==> config.mk <==
export PLATFORM = sky130hd
export DESIGN_NAME = high_speed_bus_ecc_decoder
export DESIGN_NICKNAME = d
export VERILOG_FILES = /design/src/rtl/high_speed_bus_ecc_decoder.sv
export SDC_FILE = /design/constraint.sdc
export NUM_CORES = 1
export LEC_CHECK = 0
export CORE_ASPECT_RATIO = 0.5
export CORE_MARGIN = 8
export CORE_UTILIZATION = 52
export CTS_BUF_LIST = sky130_fd_sc_hd__clkbuf_16
export CTS_CLUSTER_SIZE = 25
export DETAILED_ROUTE_END_ITERATION = 7
export HOLD_SLACK_MARGIN = 0.03
export MAX_ROUTING_LAYER = met4
export PLACE_DENSITY = 0.81
export SLEW_MARGIN = 20
export SYNTH_ARGS = -nofsm -noshare
export SYNTH_HDL_FRONTEND = slang
export SYNTH_SLANG_ARGS = --single-unit
==> constraint.sdc <==
create_clock -name clk -period 2.45 [get_ports clk]
set_input_delay 0.245 -clock clk [delete_from_list [all_inputs] [get_ports clk]]
set_output_delay 0.245 -clock clk [all_outputs]
set_load 0.005 [all_outputs]
==> src/rtl/high_speed_bus_ecc_decoder.sv <==
// high_speed_bus_ecc_decoder: SECDED check/correct for the 39-bit bus codeword, 2-stage elastic pipeline
module high_speed_bus_ecc_decoder #(
    parameter int CNT_WIDTH = 16
) (
    input  logic                 clk,
    input  logic                 reset_n,
    input  logic                 in_valid,
    output logic                 in_ready,
    input  logic [38:0]          in_codeword,
    output logic                 out_valid,
    input  logic                 out_ready,
    output logic [31:0]          out_data,
    output logic                 out_corrected,
    output logic                 out_uncorrectable,
    output logic [5:0]           out_syndrome,
    input  logic                 cnt_clear,
    output logic [CNT_WIDTH-1:0] corr_count,
    output logic [CNT_WIDTH-1:0] uncorr_count,
    output logic                 err_irq
);
    // Column code of data bit idx: the idx-th non-power-of-two integer from 3 upward
    function automatic logic [5:0] h_code(input int idx);
        int k;
        logic [5:0] r;
        k = 0;
        r = '0;
        for (int n = 3; n < 39; n++) begin
            if ((n & (n - 1)) != 0) begin
                if (k == idx) r = 6'(n);
                k++;
            end
        end
        return r;
    endfunction

    logic        s1_valid;
    logic [31:0] s1_data;
    logic [5:0]  s1_syn;
    logic        s1_q;
    logic [5:0]  c_re;
    logic [5:0]  syn;
    logic        q;
    logic [31:0] fix;
    logic        corr;
    logic        uncorr;
    logic        s2_adv;
    logic        hs;

    assign s2_adv   = !out_valid || out_ready;
    assign in_ready = !s1_valid || s2_adv;
    assign hs       = out_valid && out_ready;

    // Recompute check bits on the incoming word and form syndrome and overall parity
    always_comb begin
        c_re = '0;
        for (int i = 0; i < 32; i++) c_re = c_re ^ (in_codeword[i] ? h_code(i) : 6'd0);
        syn = in_codeword[37:32] ^ c_re;
        q   = ^in_codeword;
    end

    // Classify the stage-1 word; a power-of-two or zero syndrome with q=1 is a check/parity bit hit
    always_comb begin
        fix = '0;
        for (int i = 0; i < 32; i++) fix[i] = s1_q && (s1_syn == h_code(i));
        corr   = s1_q && (((s1_syn & (s1_syn - 6'd1)) == 6'd0) || (|fix));
        uncorr = s1_q ? !corr : (s1_syn != 6'd0);
    end

    // Stage 1: capture accepted codeword data with its syndrome and parity
    always_ff @(posedge clk or negedge reset_n) begin
        if (!reset_n) begin
            s1_valid <= 1'b0;
            s1_data  <= '0;
            s1_syn   <= '0;
            s1_q     <= 1'b0;
        end else if (in_ready) begin
            s1_valid <= in_valid;
            if (in_valid) begin
                s1_data <= in_codeword[31:0];
                s1_syn  <= syn;
                s1_q    <= q;
            end
        end
    end

    // Stage 2: registered corrected output, held while downstream stalls
    always_ff @(posedge clk or negedge reset_n) begin
        if (!reset_n) begin
            out_valid         <= 1'b0;
            out_data          <= '0;
            out_corrected     <= 1'b0;
            out_uncorrectable <= 1'b0;
            out_syndrome      <= '0;
        end else if (s2_adv) begin
            out_valid <= s1_valid;
            if (s1_valid) begin
                out_data          <= s1_data ^ fix;
                out_corrected     <= corr;
                out_uncorrectable <= uncorr;
                out_syndrome      <= s1_syn;
            end
        end
    end

    // Saturating error counters and sticky interrupt; clear wins over a same-cycle update
    always_ff @(posedge clk or negedge reset_n) begin
        if (!reset_n) begin
            corr_count   <= '0;
            uncorr_count <= '0;
            err_irq      <= 1'b0;
        end else if (cnt_clear) begin
            corr_count   <= '0;
            uncorr_count <= '0;
            err_irq      <= 1'b0;
        end else if (hs) begin
            if (out_corrected && !(&corr_count)) corr_count <= corr_count + CNT_WIDTH'(1);
            if (out_uncorrectable && !(&uncorr_count)) uncorr_count <= uncorr_count + CNT_WIDTH'(1);
            if (out_uncorrectable) err_irq <= 1'b1;
        end
    end
endmodule

* Word level (Yosys, flattened, before mapping) *
Cells that the tools add are included.

storage, ports and cells
  flip-flop bits (word level) = 114
  bits of input ports = 44
  word-level logic and storage cells = 182

operators by class
  add/subtract/negate cells = 3
  equal/unequal tests = 32
  multiplexer cells = 42
  bitwise operators = 34
  reductions and logical operators = 59

operator list
  operator                                              number
  XOR 6 bit                                             19
  2-to-1 mux 16 bit                                     6
  equality test 6 x 5 -> 1 bit (second input constant)  15
  2-to-1 mux 5 bit                                      15
  XOR 6 x 5 -> 6 bit                                    8
  equality test 6 x 4 -> 1 bit (second input constant)  7
  XOR reduction 39 bit                                  1
  equality test 6 bit (second input constant)           6
  logical AND 1 bit                                     36
  2-to-1 mux 6 bit                                      6
  adder 16 x 1 -> 16 bit (second input constant)        2
  AND reduction 16 bit                                  2
  OR reduction 32 bit                                   1
  XOR 32 bit                                            1
  2-to-1 mux 4 bit                                      7
  equality test 6 x 3 -> 1 bit (second input constant)  3
  XOR 6 x 4 -> 6 bit                                    2
  AND reduction 2 bit                                   5
  2-to-1 mux 3 bit                                      3
  nonzero test 2 bit                                    4
  AND 6 bit                                             1
  equality test 6 x 2 -> 1 bit (second input constant)  1
  logical NOT 6 bit                                     1
  nonzero test 6 bit                                    1
  8 further kinds                                       17

* Depth between registers and ports, before layout *
  word-level depth = 33
  mapped depth = 8
  depth with buffers taken out = 7

* Worst setup path after synthesis *
No wires, ideal clock.

  path kind = flip-flop to flip-flop
  start = reg corr_count[7]
  end = reg corr_count[13]
  arrival time = 1.660 ns
  setup slack = 0.658 ns
  cell stages (with the launch flop) = 8
  clock period less this slack = 1.792 ns
  path through = dfrtp_1 -> and4_1 -> buf_2 -> and3_4 -> a2111oi_4 -> nand4_1 -> xor2_1 -> nor2_1

on the way
  word-level cells in the longest chain between the ends = 5
  elaborated cells between the ends (all ways) = 9
  those cells by class = 1 x add/sub; 3 x mux; 5 x reduce/logical

RTL lines
  element                                                         RTL line  text
  start: declaration                                              17        output logic [CNT_WIDTH-1:0] corr_count,
  start signal: assignment                                        116       if (out_corrected && !(&corr_count)) corr_count <= corr_count + CNT_WIDTH'(1);
  branches (longest 5 deep; another with adder 16 x 1 -> 16 bit)  n/a

Several ways; the timed one is not identified. The select of a mux whose other input is x is not followed.
A chain may end at the register's enable or synchronous reset.

* Final worst setup path *
  start = reg s1_syn[3]
  end = reg out_data[6]

on the way
  word-level cells in the longest chain between the ends = 3

RTL lines
  element                       RTL line  text
  start: declaration            38        logic [5:0] s1_syn;
  start signal: assignment      80        s1_syn <= syn;
  equality test 6 x 4 -> 1 bit  64        for (int i = 0; i < 32; i++) fix[i] = s1_q && (s1_syn == h_code(i));
  logical AND 1 bit             64
  XOR 32 bit                    97        out_data <= s1_data ^ fix;
  end signal: assignment        97
  end: declaration              12        output logic [31:0] out_data,

Every way passes these cells.

==> flow_summary_export.csv <==
group,metric,value,unit
detailed_routing,dr.pass1.iters,4,
synth,synth_area_leader_cell,"dfrtp_1",
synth,yosysWarnings,0,
worst_hold_path,hp-class,"input pin to asynchronous set/reset pin",
detailed_routing,via_per_inst,5.39,
layout,nets,752,
global_routing,overflow,0,
layout,final_common_cell,"clkdlybuf4s50_1",
timing,max-slew-margin-rel,0.612,
detailed_routing,totalWireLength,15.0,mm
timing,grt_setup_unrepaired,"no",
clock_network,path_clk_slew,0.06,ns
synth,ys_seq_area_frac,0.473,
status,status,"complete, no violations",
detailed_routing,drt_iter0_markers,321,
power,power_density,865,nW/µm²
timing,drv_slew,0,
critical_path,cp.arrival,2.21,ns
global_routing,grt_pass1_vias,4696,
die,placementRows,27,
clock_network,cts_htree_levels,4,
clock_network,cts_hold_buf,1,
clock_network,cts_tree,"built",
timing,final.setup_skew,0.00999,ns
synth,syn_area_per_cell,10.3,µm²
die,fp.dieH,92.1,µm
clock_network,cts.sink_count,114,
clock_network,clock_latency,0.41,ns
critical_path,worstSetupPathType,"flop to flop",
layout,finish.utilization,0.713,
layout,syn_to_final_growth,31.9,%
power,peakVddDrop,0.000571,V
timing,fin_setup_tns,0,ns
place,dp_hpwl,11.0,mm
synth,yosysUniqueCellTypes,47,
critical_path,critPathMaxFanout,16,
clock_network,cts_buffers,17,
synth,synthFlopType,"dfrtp_1",
layout,drive_gt1_frac,0.124,
global_routing,antenna_found_initial,0,
place,portBuffers,118,
synth,syn_area,6030,µm²
detailed_routing,post-route-drc-count,0,
layout,antenna-diode-count,0,
global_routing,grt_max_degree,59,
layout,instances_no_fill,864,
synth,synth_edf_count,0,
clock_network,cts-resized-gates,0,
layout,final_cell_mix,"clkdlybuf4s50_1, dfrtp_1, nand2_1, xnor2_1, xor2_1",
clock_network,cts_root_buf,"clkbuf_16",
timing,fmax,0.514,GHz
clock_network,clock_path_buffers,2,
critical_path,start_kind,"flop",
global_routing,track_usage,0.205,
timing,tightest_slew,0.582,ns
clock_network,post_cts_buffers,0,
timing,fin_crit_sh,0.794,
synth,ys_ff_latch,114,
flow_run,maxCapViolations,0,
synth,netlist.area_leader.share,0.473,
die,io_pins,119,
critical_path,cp-end-kind,"flop",
place,globalplace.congestion,0.845,
synth,synthCells,585,
timing,post-route-min-period,1.95,ns
detailed_routing,vias,4659,
power,p_leak,0.00326,µW
die,die_w,168,µm
place,dp_cells,831,
synth,syn_nets,631,
die,core,11100,µm²
detailed_routing,postRouteAntennaNets,0,
die,dieArea,15500,µm²
critical_path,required,2.71,ns
timing,hold_viol,0,
synth,synthTopCellsByArea,"dfrtp_1, xnor2_1, xor2_1",
detailed_routing,wl_per_cell,17.3,µm
timing,setup_viol,0,
die,initial_core_util,0.541,
synth,async_flop_share,1.00,
global_routing,grt_pass1_wl,24.6,mm
==> through the flow <==
step	hold WS, ns	instance area, µm²	setup WS [ns]	power [µW]
2_1_floorplan	-0.0506	6030	0.658	3760
3_3_place_gp	0.123	7410	0.191	4600
3_5_place_dp	0.126	7410	0.153	4670
4_1_cts	0.239	7950	0.504	6910
5_1_grt	0.252	7950	0.356	7260
6_report	0.240	7950	0.504	6880
==> layer usage <==
layer  vias to the layer above  GRT usage  part of all wire
met2                       156      0.330              0.49
met3                        12     0.0376             0.056
li1                       2224          -                 -
met5                         -          -                 0
met1                      2267      0.259              0.44
met4                         0     0.0642             0.010
==> critical path, stage by stage, from the launching register on <==
cell      delay (ns)
dfrtp_1         0.71
nand2b_1        0.31
nor4_1          0.41
nand2_1         0.12
xor2_1          0.18
o21ai_1         0.07
==> final timing paths <==
check / to / slack (ns) / cells after the start / startpoint
setup / recovery: out_data[6] / 0.50 / 5 / s1_syn[3]
hold / removal: s1_data[19] / 0.24 / 2 / reset_n
max in group asynchronous: uncorr_count[14] / 1.42 / 3 / reset_n
min in group clk: s1_valid / 0.43 / 2 / in_valid
setup reg to reg: out_data[6] / 0.50 / 5 / s1_syn[3]
hold reg to reg: out_syndrome[0] / 0.48 / 2 / out_syndrome[0]
==> area by class of cell <==
type | count | area (µm²)
clock buffers | 17 | 425
flip-flops and latches | 114 | 2850
inverters | 3 | 11.3
clock inverters | 15 | 113
fillers | 827 | 3190
well taps | 145 | 181
repair buffers | 131 | 1320
multi-input cells | 439 | 3050
==> synthesized netlist by cell type (2+ instances only) <==
| cell | count |
|---|---|
| dfrtp_1 | 114 |
| nand2_1 | 84 |
| xnor2_1 | 67 |
| xor2_1 | 52 |
| nor2_1 | 49 |
| o21ai_1 | 39 |
| mux2_2 | 34 |
| nand3_1 | 21 |
| clkbuf_1 | 20 |
| nand4_1 | 14 |
| nor3_1 | 10 |
| nand2b_1 | 7 |
| xnor3_1 | 7 |
| and2_1 | 5 |
| and4_1 | 5 |
| buf_1 | 5 |
| buf_2 | 4 |
| nor2b_1 | 4 |
| a211oi_1 | 3 |
| a31oi_1 | 3 |
| and3_1 | 3 |
| inv_1 | 3 |
| nor4_1 | 3 |
| xnor2_2 | 3 |
| ha_1 | 2 |
| mux2i_1 | 2 |
| o21ai_0 | 2 |
==> state kept, by name, summed over array words and instances, names as in the netlist <==
register,flops
uncorr_count,16
s1_data,32
out_syndrome,6
s1_syn,6
out_data,32
out_valid,1
out_uncorrectable,1
s1_valid,1
out_corrected,1
s1_q,1
err_irq,1
corr_count,16
==> logic make-up (layout without fill, tap and decap cells) <==
| group | after synthesis | in the layout | share of synthesized area |
|---|---|---|---|
| XOR/XNOR | 130 | 130 | 0.211 |
| AND/OR/NAND/NOR | 212 | 212 | 0.164 |
| adder cells (fa/ha/maj) | 3 | 3 | 0.00581 |
| multiplexers | 36 | 36 | 0.0668 |
| flip-flops | 114 | 114 | 0.473 |
| AO/OA/AOI/OAI | 58 | 58 | 0.0583 |
| buffers and inverters | 32 | 166 | 0.0208 |
==> report_power, final <==
part / leakage (µW) / switching, µW / internal, µW
Combinational: 0.00159 / 961 / 1110
Sequential: 0.00143 / 388 / 2210
Clock: 0.000248 / 919 / 1290
Power figures use the tool's default switching activity.
